==> src/rtl/flow_unpacker_if.sv <==
// flow_unpacker_if: buffer pop port and serial sub-word output port of the flow unpacker.
interface flow_unpacker_if #(
  parameter int WIDTH_IN  = 32,
  parameter int WIDTH_OUT = 8
);
  logic                 read_full;
  logic [WIDTH_IN-1:0]  read_data;
  logic                 read_delete;
  logic                 out_enable;
  logic                 out_strobe;
  logic [WIDTH_OUT-1:0] out_data;
  logic                 out_first;
  logic                 out_last;
  modport master (
    input  read_full, read_data, out_enable,
    output read_delete, out_strobe, out_data, out_first, out_last
  );
  modport slave (
    output read_full, read_data, out_enable,
    input  read_delete, out_strobe, out_data, out_first, out_last
  );
endinterface

==> src/rtl/flow_unpacker.sv <==
// flow_unpacker: pops wide buffer entries and emits them as WIDTH_OUT sub-words, one per enabled cycle.
module flow_unpacker #(
  parameter int WIDTH_IN  = 32,
  parameter int WIDTH_OUT = 8,
  parameter int MSB_FIRST = 0
) (
  input  logic             clk,
  input  logic             rst_n,
  flow_unpacker_if.master  fu
);
  localparam int N  = WIDTH_IN / WIDTH_OUT;
  localparam int CW = $clog2(N);
  typedef enum logic {EMPTY, LOADED} state_t;
  state_t                        state_q, state_d;
  logic [N-1:0][WIDTH_OUT-1:0]   hold_q, hold_d;
  logic [CW-1:0]                 count_q, count_d, idx;
  logic [WIDTH_OUT-1:0]          data_q, data_d;
  logic                          strobe_q, strobe_d, first_q, first_d, last_q, last_d;
  logic                          end_w, del;
  assign end_w = count_q == CW'(N - 1);
  assign idx   = (MSB_FIRST != 0) ? CW'(N - 1) - count_q : count_q;
  always_comb begin
    state_d  = state_q;
    hold_d   = hold_q;
    count_d  = count_q;
    data_d   = data_q;
    strobe_d = 1'b0;
    first_d  = 1'b0;
    last_d   = 1'b0;
    del      = 1'b0;
    if (state_q == EMPTY) begin
      del = fu.read_full;
    end else if (fu.out_enable) begin
      strobe_d = 1'b1;
      data_d   = hold_q[idx];
      first_d  = count_q == '0;
      last_d   = end_w;
      count_d  = end_w ? '0 : count_q + CW'(1);
      del      = end_w & fu.read_full;
      state_d  = (end_w & ~fu.read_full) ? EMPTY : LOADED;
    end
    // a pop always refills the holding register, whether from EMPTY or on the last sub-word
    if (del) begin
      hold_d  = fu.read_data;
      count_d = '0;
      state_d = LOADED;
    end
  end
  always_ff @(posedge clk) begin
    if (!rst_n) begin
      state_q  <= EMPTY;
      count_q  <= '0;
      data_q   <= '0;
      strobe_q <= 1'b0;
      first_q  <= 1'b0;
      last_q   <= 1'b0;
    end else begin
      state_q  <= state_d;
      count_q  <= count_d;
      data_q   <= data_d;
      strobe_q <= strobe_d;
      first_q  <= first_d;
      last_q   <= last_d;
    end
  end
  always_ff @(posedge clk) hold_q <= hold_d;
  assign fu.read_delete = del;
  assign fu.out_strobe  = strobe_q;
  assign fu.out_data    = data_q;
  assign fu.out_first   = first_q;
  assign fu.out_last    = last_q;
endmodule
==> src/flat_wrapper.sv <==
// flat-port wrapper written by rule: the top's interface ports become plain ports
module flow_unpacker_flat 
#(
  parameter int WIDTH_IN  = 32,
  parameter int WIDTH_OUT = 8,
  parameter int MSB_FIRST = 0
)
  (clk, rst_n, fu_read_full, fu_read_data, fu_out_enable, fu_read_delete, fu_out_strobe, fu_out_data, fu_out_first, fu_out_last);
  flow_unpacker_if #(.WIDTH_IN(WIDTH_IN), .WIDTH_OUT(WIDTH_OUT)) fu_i ();
  input  logic clk;
  input  logic rst_n;
  input wire logic [$bits(fu_i.read_full)-1:0] fu_read_full;
  input wire logic [$bits(fu_i.read_data)-1:0] fu_read_data;
  input wire logic [$bits(fu_i.out_enable)-1:0] fu_out_enable;
  output wire logic [$bits(fu_i.read_delete)-1:0] fu_read_delete;
  output wire logic [$bits(fu_i.out_strobe)-1:0] fu_out_strobe;
  output wire logic [$bits(fu_i.out_data)-1:0] fu_out_data;
  output wire logic [$bits(fu_i.out_first)-1:0] fu_out_first;
  output wire logic [$bits(fu_i.out_last)-1:0] fu_out_last;
  assign fu_i.read_full = fu_read_full;
  assign fu_i.read_data = fu_read_data;
  assign fu_i.out_enable = fu_out_enable;
  assign fu_read_delete = fu_i.read_delete;
  assign fu_out_strobe = fu_i.out_strobe;
  assign fu_out_data = fu_i.out_data;
  assign fu_out_first = fu_i.out_first;
  assign fu_out_last = fu_i.out_last;
  flow_unpacker #(.WIDTH_IN(WIDTH_IN), .WIDTH_OUT(WIDTH_OUT), .MSB_FIRST(MSB_FIRST)) u_core (.clk(clk), .rst_n(rst_n), .fu(fu_i));
endmodule
==> config.mk <==
export PLATFORM = sky130hd
export DESIGN_NAME = flow_unpacker_flat
export DESIGN_NICKNAME = d
export VERILOG_FILES = /design/src/rtl/flow_unpacker_if.sv /design/src/rtl/flow_unpacker.sv /design/src/flat_wrapper.sv
export SDC_FILE = /design/constraint.sdc
export NUM_CORES = 1
export LEC_CHECK = 0
export ABC_AREA = 1
export CAP_MARGIN = 15
export CORE_MARGIN = 3
export CORE_UTILIZATION = 48
export DETAILED_ROUTE_END_ITERATION = 6
export PLACE_DENSITY = 0.78
export SETUP_SLACK_MARGIN = 0.3
export SLEW_MARGIN = 10
export SYNTH_ARGS = -nofsm -noshare
export SYNTH_HDL_FRONTEND = slang
export SYNTH_SLANG_ARGS = --single-unit
==> constraint.sdc <==
create_clock -name clk -period 2.41 [get_ports clk]
set_clock_uncertainty 0.05 [all_clocks]
set_input_delay 0.3615 -clock clk [delete_from_list [all_inputs] [get_ports clk]]
set_output_delay 0.3615 -clock clk [all_outputs]
set_load 0.01 [all_outputs]
# Word-level counts from Yosys, hierarchy flattened
# Cells that the tools add are included.
totals:
  ff_bits: 46
  input_bits: 36
  output_inout_bits: 12
  word_cells: 32
classes:
  add_sub_neg: 1
  magnitude_cmp: 1
  n_eq_ne: 1
  n_mux: 10
  bitwise_logic: 4
  reduce_logical: 5
ops:
  columns: ["operator", "count"]
  rows:
  - ["$bmux W8 S2", 1]
  - ["$mux W8", 1]
  - ["$mux W1", 7]
  - ["$reduce_and A2 Y1", 2]
  - ["$lt A2 B3 Y1 const B", 1]
  - ["$reduce_and A3 Y1", 1]
  - ["$add A2 B1 Y2 const B", 1]
  - ["$and A1 B1 Y1", 2]
  - ["$eq A2 B2 Y1 const B", 1]
  - ["$logic_not A2 Y1", 1]
  - ["$mux W2", 1]
  - ["$not A1 Y1", 2]
  - ["$reduce_or A2 Y1", 1]

# Logic depth before layout (Yosys ltp)
# Gate-level depths: netlist of run 1.
logic_depth:
  ltp_word: 6
  ltp_mapped: 7
  ltp_nobuf: 6

# Worst setup path before layout of run 1
# No wires, ideal clock.
synth_path:
  path_type: "reg-to-reg"
  start: "reg u_core.count_q[0]"
  end: "reg u_core.hold_q[0] in the netlist's numbering (enable)"
  setup_ps: 390
  t_arrival_ps: 1367
  t_required_ps: 1970
  setup_slack_ps: 603
  stages_incl_launch_ff: 6
  synth_period_minus_slack_ps: 1807
  path_cell_list: "dfxtp_1 > ha_1 > nand2_1 > nand2_1 > nand2_1 > inv_1"
synth_between:
  elab_chain_len: 4
synth_rtl:
  columns: ["item", "line", "rtl"]
  rows:
  - ["start, declared", "flow_unpacker.sv:16", "logic [CW-1:0] count_q, count_d, idx;"]
  - ["start signal, assigned", "flow_unpacker.sv:59", "count_q <= count_d;"]
  - ["$eq A2 B2 Y1", "flow_unpacker.sv:20", "assign end_w = count_q == CW'(N - 1);"]
  - ["named net u_core.end_w", "flow_unpacker.sv:19", "logic end_w, del;"]
  - ["$and A1 B1 Y1", "flow_unpacker.sv:39", "del = end_w & fu.read_full;"]
  - ["$mux W1", "flow_unpacker.sv:33", "end else if (fu.out_enable) begin"]
  - ["$mux W1", "flow_unpacker.sv:31", "if (state_q == EMPTY) begin"]
  - ["named net fu_read_delete", "flat_wrapper.sv:15", "output wire logic [$bits(fu_i.read_delete)-1:0] fu_read_delete;"]
  - ["end signal, assigned", "flow_unpacker.sv:66", "always_ff @(posedge clk) hold_q <= hold_d;"]
  - ["end, declared", "flow_unpacker.sv:15", "logic [N-1:0][WIDTH_OUT-1:0] hold_q, hold_d;"]
# The timed path passes the listed nets, and every way through them passes these cells.
# A chain may end at the register's enable or synchronous reset.

# Final worst setup path of run 1
layout_path:
  start: "in fu_out_enable"
  end: "out fu_read_delete"
layout_between:
  elab_chain_len: 2
layout_rtl:
  columns: ["item", "line", "rtl"]
  rows:
  - ["start, declared", "flat_wrapper.sv:14", "input wire logic [$bits(fu_i.out_enable)-1:0] fu_out_enable;"]
  - ["$mux W1", "flow_unpacker.sv:33", null]
  - ["$mux W1", "flow_unpacker.sv:31", null]
  - ["end, declared", "flat_wrapper.sv:15", null]
# No other way between the ends.

==> insert_results.sql, run 1 <==
INSERT INTO impl_metrics (metric_group, metric, value, unit) VALUES
('timing', 'rsz0062_at_grt', 'no', ''),
('clock_network', 'cts.hold.buffers_added', '0', ''),
('worst_setup_path', 'critPathLaunch', 'fu_out_enable', ''),
('finish', 'nNetsFinal', '240', ''),
('power', 'power.share.sequential', '58.8', '%'),
('hold_path', 'min_from', 'u_core.state_q', ''),
('timing', 'achievable-frequency', '0.531', 'GHz'),
('synth', 'post_synth_instance_area', '1890', 'um^2'),
('finish', 'antenna_cells', '0', ''),
('placed_design', 'routabilityCongestion', '0.784', ''),
('synth', 'synth_nets', '189', ''),
('routing', 'drtIter0Drc', '48', ''),
('power', 'relative_contribution_of_combinational_cells_to_total_power', '11.3', '%'),
('synth', 'synth.lib_cells_used.distinct', '24', ''),
('clock_network', 'cts_h_tree_lvls', '2', ''),
('synth', 'synth_sequential_area_ratio', '65.7', '%'),
('clock_network', 'sink_count', '46', ''),
('finish', 'area_delta_synth_final', '30.0', '%'),
('timing', 'finalCritPeriodShare', '78.2', '%'),
('global_route', 'overflow', '0', ''),
('worst_setup_path', 'setup_slack_on_the_worst_flop_to_flop_path', '820', 'ps'),
('routing', 'via_per_inst', '4.85', ''),
('worst_setup_path', 'worst_path_arrival_time', '1470', 'ps'),
('worst_setup_path', 'timing_worst_setup_path_type', 'input pin to primary output', ''),
('global_route', 'grt_util_all_layers', '16.1', '%'),
('floorplan', 'std_cell_rows', '22', ''),
('synth', 'yosysTopAreaCellShare', '50.8', '%'),
('timing', 'timing.slew.headroom', '73.4', '%'),
('floorplan', 'fp.dieArea', '4730', 'um^2'),
('timing', 'setup_violations', '0', ''),
('clock_network', 'cts_max_path_bufs', '2', ''),
('routing', 'detailedRoute.firstPassIterationCount', '4', ''),
('floorplan', 'initial_util', '50.9', '%'),
('routing', 'drcViolationCount', '0', ''),
('clock_network', 'cts_buffers', '5', ''),
('floorplan', 'die-width', '68.8', 'um'),
('worst_setup_path', 'peak_fanout_along_the_critical_path', '3', ''),
('synth', 'syn-mean-instance-area', '12.6', 'um^2'),
('routing', 'routed-via-count', '1212', ''),
('timing', 'setup-tns-final', '0', 'ps'),
('clock_network', 'clock-root-buffer', 'sky130_fd_sc_hd__clkbuf_8', ''),
('floorplan', 'die_height', '68.8', 'um'),
('finish', 'n_fill_cell', '307', ''),
('global_route', 'pin_count_of_the_biggest_net_entering_global_routing', '33', ''),
('routing', 'finalWirelength', '3280', 'um'),
('power', 'switching_share', '21.3', '%'),
('global_route', 'grt_pass1_vias', '1231', ''),
('power', 'irDropWorstVdd', '0.000374', 'V'),
('clock_network', 'tritoncts', 'built', ''),
('timing', 'finalHoldViolCount', '0', ''),
('worst_setup_path', 'reg_to_reg_startpoint', 'u_core.count_q[0]', ''),
('timing', 'layout_min_cycle_time', '1880', 'ps'),
('worst_setup_path', 'cp.required', '2000', 'ps'),
('timing', 'final-max-slew-violation-count', '0', ''),
('job', 'max-cap-violations', '0', ''),
('worst_setup_path', 'worst_setup_path_end_kind', 'primary output', ''),
('finish', 'layout_common_cells', 'sky130_fd_sc_hd__clkdlybuf4s50_1, sky130_fd_sc_hd__nand2_1, sky130_fd_sc_hd__edfxtp_1', ''),
('run_status', 'outcome', 'finished, final reports clean', ''),
('hold_path', 'worst_hold_path_class', 'register to register', ''),
('synth', 'post_synthesis_cells', '150', ''),
('worst_setup_path', 'worstSetupStartpointType', 'input pin', ''),
('clock_network', 'clk_pin_slew', '80', 'ps'),
('clock_network', 'post_cts_buffers', '0', ''),
('placed_design', 'detailedPlacementHpwl', '2410', 'um'),
('finish', 'mostFrequentLayoutCell', 'sky130_fd_sc_hd__clkdlybuf4s50_1', ''),
('timing', 'post-route-worst-setup-slack', '525', 'ps'),
('placed_design', 'dp.cells', '242', ''),
('power', 'net_sw_power', '331', 'uW'),
('finish', 'drive_gt1_share', '22.3', '%'),
('finish', 'final_cells', '250', ''),
('placed_design', 'place.port_buffers', '47', '');
-- per-layer routing --
metal | global-route usage (%) | share of wire (%)
met5 | 0 | 0
met3 | 5.67 | 6.6
met2 | 27.9 | 52
met1 | 18.5 | 40
met4 | 5.11 | 1.3
-- what timing repair did --
action / in CTS / in global routing
endpoints found under the setup margin: 1 / 0
gates resized for setup: 1 / 0
hold endpoints to repair: 0 / 0
-- power groups by stage --
| stage | Clock (mW) | Combinational (mW) | Sequential, mW |
|---|---|---|---|
| after floorplan | 0 | 0.0857 | 0.934 |
| after global placement | 0 | 0.173 | 0.930 |
| after detailed placement | 0 | 0.178 | 0.932 |
| after CTS | 0.482 | 0.178 | 0.914 |
| after global routing | 0.520 | 0.193 | 0.919 |
| final | 0.466 | 0.176 | 0.913 |
-- Yosys cell counts --
| library cell | n |
|---|---|
| sky130_fd_sc_hd__a21oi_1 | 2 |
| sky130_fd_sc_hd__a21oi_2 | 8 |
| sky130_fd_sc_hd__buf_12 | 2 |
| sky130_fd_sc_hd__buf_4 | 1 |
| sky130_fd_sc_hd__buf_6 | 2 |
| sky130_fd_sc_hd__clkbuf_2 | 1 |
| sky130_fd_sc_hd__dfxtp_1 | 14 |
| sky130_fd_sc_hd__edfxtp_1 | 32 |
| sky130_fd_sc_hd__ha_1 | 3 |
| sky130_fd_sc_hd__inv_1 | 2 |
| sky130_fd_sc_hd__inv_2 | 1 |
| sky130_fd_sc_hd__inv_4 | 1 |
| sky130_fd_sc_hd__inv_8 | 1 |
| sky130_fd_sc_hd__nand2_1 | 32 |
| sky130_fd_sc_hd__nand2_2 | 15 |
| sky130_fd_sc_hd__nand2_4 | 1 |
| sky130_fd_sc_hd__nand3_1 | 8 |
| sky130_fd_sc_hd__nand3_2 | 8 |
| sky130_fd_sc_hd__nand3b_1 | 1 |
| sky130_fd_sc_hd__nor2_1 | 4 |
| sky130_fd_sc_hd__nor3_1 | 1 |
| sky130_fd_sc_hd__nor3b_1 | 2 |
| sky130_fd_sc_hd__o21ai_0 | 7 |
| sky130_fd_sc_hd__o21ai_1 | 1 |
-- worst max-delay path, cell delays in order --
cell	delay, ps
sky130_fd_sc_hd__clkdlybuf4s50_1	510
sky130_fd_sc_hd__nand2_1	70
sky130_fd_sc_hd__nand2_1	50
sky130_fd_sc_hd__nand2_1	90
sky130_fd_sc_hd__inv_1	100
sky130_fd_sc_hd__dlygate4sd2_1	290
-- through the flow --
stage	area (um^2)	total power, mW	util, %
after detailed placement	2370	1.11	63.7
after global placement	2370	1.10	63.7
after CTS	2460	1.57	66.2
after global routing	2460	1.63	66.2
after floorplan	1890	1.02	-
final	2460	1.55	66.2
-- state kept, by name (all words and copies together), names as in the netlist --
register and count:
u_core.hold_q 32, u_core.state_q 1, u_core.fu.out_first 1, u_core.fu.out_last 1, u_core.fu.out_data 8, u_core.count_q 2, u_core.fu.out_strobe 1
-- cell families after synthesis --
kind of cell	after synthesis	share of synthesized area [%]
buf+inv	11	5.49
flops	46	65.7
simple gates	72	20.5
compound gates	18	6.35
fa+ha+maj	3	1.99
-- cell type report --
cell class,count,area (um^2),area share (%)
repair buffers,50,492,20.0
clock inverters,1,5.00,0.204
clock buffers,7,86.3,3.51
well taps,48,60.1,2.44
multi-input cells,93,546,22.2
flip-flops and latches,46,1240,50.5
inverters,5,28.8,1.17
-- path summary, 6_finish.rpt --
check	to	cells past startpoint
worst min register to register	u_core.state_q	2
worst min-delay path	u_core.state_q	2
worst max register to register	u_core.hold_q[27]	6
worst max-delay path	fu_read_delete	6
Note: power is estimated with default switching activity, not from simulation.
==> run 2: changes to the inputs <==
CORE_UTILIZATION = 43   (was 48)
PLACE_DENSITY = 0.73   (was 0.78)
clock period = 1.5 ns   (was 2.41 ns; I/O delays follow)
==> run 2 against run 1 <==
Against the previous run:
- the flow now finishes with violations (negative setup slack)
- sequential cell count unchanged
- final cell count is 4.0% higher
- routed wire length is 14% higher
- count of clock-buffer cells in the layout up 1
- first-iteration DRC count down 17%
- global-route usage is 0.50 points lower
- clock power increased by 54%
- setup slack worse by 550 ps
- sequential share of layout area down 2.6 points
- total power increased by 62%
- core utilization down 3.0 points
- cell area rose by 5.8%
- critical path type is now register to primary output
- highest routed layer unchanged
==> insert_results.sql, run 2 (synthesized netlist as in run 1, its figures left out) <==
INSERT INTO impl_metrics (metric_group, metric, value, unit) VALUES
('clock_network', 'cts.hold.buffers_added', '0', ''),
('clock_network', 'clock-root-buffer', 'sky130_fd_sc_hd__clkbuf_8', ''),
('timing', 'timing.slew.headroom', '76.0', '%'),
('clock_network', 'tritoncts', 'built', ''),
('routing', 'routed_wire_length_per_instance', '14.4', 'um'),
('global_route', 'grt_first_pass_wirelength', '6060', 'um'),
('worst_setup_path', 'master_of_the_slowest_instance_on_the_critical_path', 'sky130_fd_sc_hd__dfxtp_2', ''),
('routing', 'routed-via-count', '1259', ''),
('finish', 'n_fill_cell', '327', ''),
('worst_setup_path', 'cp.required', '1220', 'ps'),
('timing', 'max_slew.worst_pin.slew', '359', 'ps'),
('routing', 'drtIter0Drc', '40', ''),
('worst_setup_path', 'worstSetupStartpointType', 'register', ''),
('routing', 'finalWirelength', '3740', 'um'),
('placed_design', 'routabilityCongestion', '0.787', ''),
('global_route', 'pin_count_of_the_biggest_net_entering_global_routing', '20', ''),
('timing', 'finalCritPeriodShare', '101', '%'),
('finish', 'mostFrequentLayoutCell', 'sky130_fd_sc_hd__clkdlybuf4s50_1', ''),
('worst_setup_path', 'worst_setup_path_end_kind', 'primary output', ''),
('finish', 'drive_gt1_share', '30.0', '%'),
('run_status', 'outcome', 'finished, violations left', ''),
('placed_design', 'place.port_buffers', '47', ''),
('placed_design', 'detailedPlacementHpwl', '2590', 'um'),
('routing', 'detailedRoute.firstPassIterationCount', '4', ''),
('timing', 'achievable-frequency', '0.658', 'GHz'),
('worst_setup_path', 'peak_fanout_along_the_critical_path', '3', ''),
('timing', 'post-route-worst-setup-slack', '-20.8', 'ps'),
('global_route', 'antenna_found_initial', '0', ''),
('worst_setup_path', 'critical_path.n_buffers_inverters', '2', ''),
('routing', 'via_per_inst', '4.84', ''),
('global_route', 'overflow', '0', ''),
('power', 'irDropWorstVdd', '0.000634', 'V'),
('floorplan', 'core_area', '4120', 'um^2'),
('job', 'max-cap-violations', '0', ''),
('global_route', 'grt_util_all_layers', '15.6', '%'),
('clock_network', 'clk_pin_slew', '80', 'ps'),
('finish', 'area_delta_synth_final', '37.5', '%'),
('timing', 'post_route_hold_slack', '430', 'ps'),
('power', 'power_density', '970', 'nW/um^2'),
('clock_network', 'sink_count', '46', ''),
('timing', 'final-max-slew-violation-count', '0', ''),
('worst_setup_path', 'cp_common_cell', 'sky130_fd_sc_hd__nand2_2', ''),
('timing', 'setup_violations', '1', ''),
('finish', 'nNetsFinal', '248', ''),
('floorplan', 'fp.dieArea', '5230', 'um^2'),
('finish', 'antenna_cells', '0', ''),
('clock_network', 'cts_max_path_bufs', '2', ''),
('worst_setup_path', 'crit_chain', 'ha_4, nand2_2, nand2_2, nand2_4, clkinvlp_4, buf_6', ''),
('timing', 'finalHoldViolCount', '0', ''),
('clock_network', 'clock_insertion_delay_worst_skew', '290', 'ps'),
('clock_network', 'cts_buffers', '5', ''),
('placed_design', 'detailed_place.area', '2440', 'um^2'),
('run_status', 'failed_checks', 'negative setup slack', ''),
('worst_setup_path', 'timing_worst_setup_path_type', 'register to primary output', ''),
('floorplan', 'die-width', '72.3', 'um'),
('finish', 'largest-register', 'u_core.hold_q', ''),
('timing', 'layout_min_cycle_time', '1520', 'ps'),
('floorplan', 'std_cell_rows', '23', ''),
('worst_setup_path', 'critPathTopFamily', 'flip-flops', ''),
('floorplan', 'io_pins', '48', ''),
('routing', 'drcViolationCount', '0', ''),
('floorplan', 'die_height', '72.3', 'um'),
('floorplan', 'initial_util', '45.9', '%'),
('hold_path', 'worst_hold_path_class', 'input pin to register', ''),
('finish', 'layout_common_cells', 'sky130_fd_sc_hd__clkdlybuf4s50_1, sky130_fd_sc_hd__edfxtp_1, sky130_fd_sc_hd__nand2_1', ''),
('clock_network', 'cts_h_tree_lvls', '2', ''),
('timing', 'rsz0062_at_grt', 'yes', ''),
('finish', 'largest_register_ff_count', '32', ''),
('worst_setup_path', 'critical_path.max_stage_delay', '340', 'ps'),
('worst_setup_path', 'worst_path_arrival_time', '1250', 'ps'),
('power', 'p_leak', '0.973', 'nW'),
('routing', 'detail-route-antenna-nets', '0', ''),
('global_route', 'grt_pass1_vias', '1320', ''),
('finish', 'stdcell_area', '2600', 'um^2');
==> run 2: cell count changes in the layout (fill, tap and decap cells not counted), sizes merged <==
cell           before  now
buf                 3   11
clkbuf              7   12
clkdlybuf4s15       0    5
clkdlybuf4s50      46   35
clkinv              1    0
clkinvlp            0    1
dlygate4sd2         1    3
inv                 5    4
==> run 2: path summary, 6_finish.rpt <==
kind | from | to | slack [ps] | cells past startpoint
hold reg to reg | u_core.fu.out_data[6] | u_core.fu.out_data[6] | 500 | 2
setup / recovery | u_core.count_q[1] | fu_read_delete | -20 | 6
setup reg to reg | u_core.count_q[1] | u_core.hold_q[15] | 40 | 7
hold / removal | fu_read_data[19] | u_core.hold_q[19] | 430 | 1
==> run 2: timing repair <==
item                                    4_1_cts  5_1_grt
pin swaps                                     2        2
endpoints found under the setup margin       46       52
resized for setup                            24       11
setup buffers                                 1        1
hold endpoints to repair                      0        0
gates cloned                                  1        1
==> run 2: report_power, final <==
part           internal [mW]  switching [mW]
combinational          0.188           0.150
clock                  0.331           0.384
sequential              1.44          0.0277
total                   1.96           0.562
==> run 2: cell type report <==
class | count | area, um^2 | share of cell area, %
Inverter | 5 | 32.5 | 1.25
Timing Repair Buffer | 58 | 598 | 23.0
Sequential cell | 46 | 1240 | 47.8
Clock buffer | 8 | 80.1 | 3.08
Tap cell | 50 | 62.6 | 2.41
Multi-Input combinational cell | 93 | 583 | 22.4
==> run 2: layer usage <==
metal | track usage (%) | part of all wire (%) | vias to the layer above
met5 | 0 | 0 | -
met4 | 6.26 | 1.4 | 0
met3 | 4.85 | 5.6 | 7
met2 | 27.0 | 52 | 36
met1 | 17.8 | 41 | 586
li1 | - | - | 630
==> run 2: per-stage QoR <==
stage	setup TNS, ps	util, %	setup WS, ps	total power [mW]	instances
4_1_cts	-65.8	62.1	-65.8	2.53	258
5_1_grt	-158	63.2	-71.9	2.63	260
6_report	-20.8	63.2	-20.8	2.52	260
3_5_place_dp	-10510	59.2	-333	1.81	248
3_3_place_gp	-8650	59.2	-321	1.80	248
2_1_floorplan	-3060	-	-95.6	1.64	150
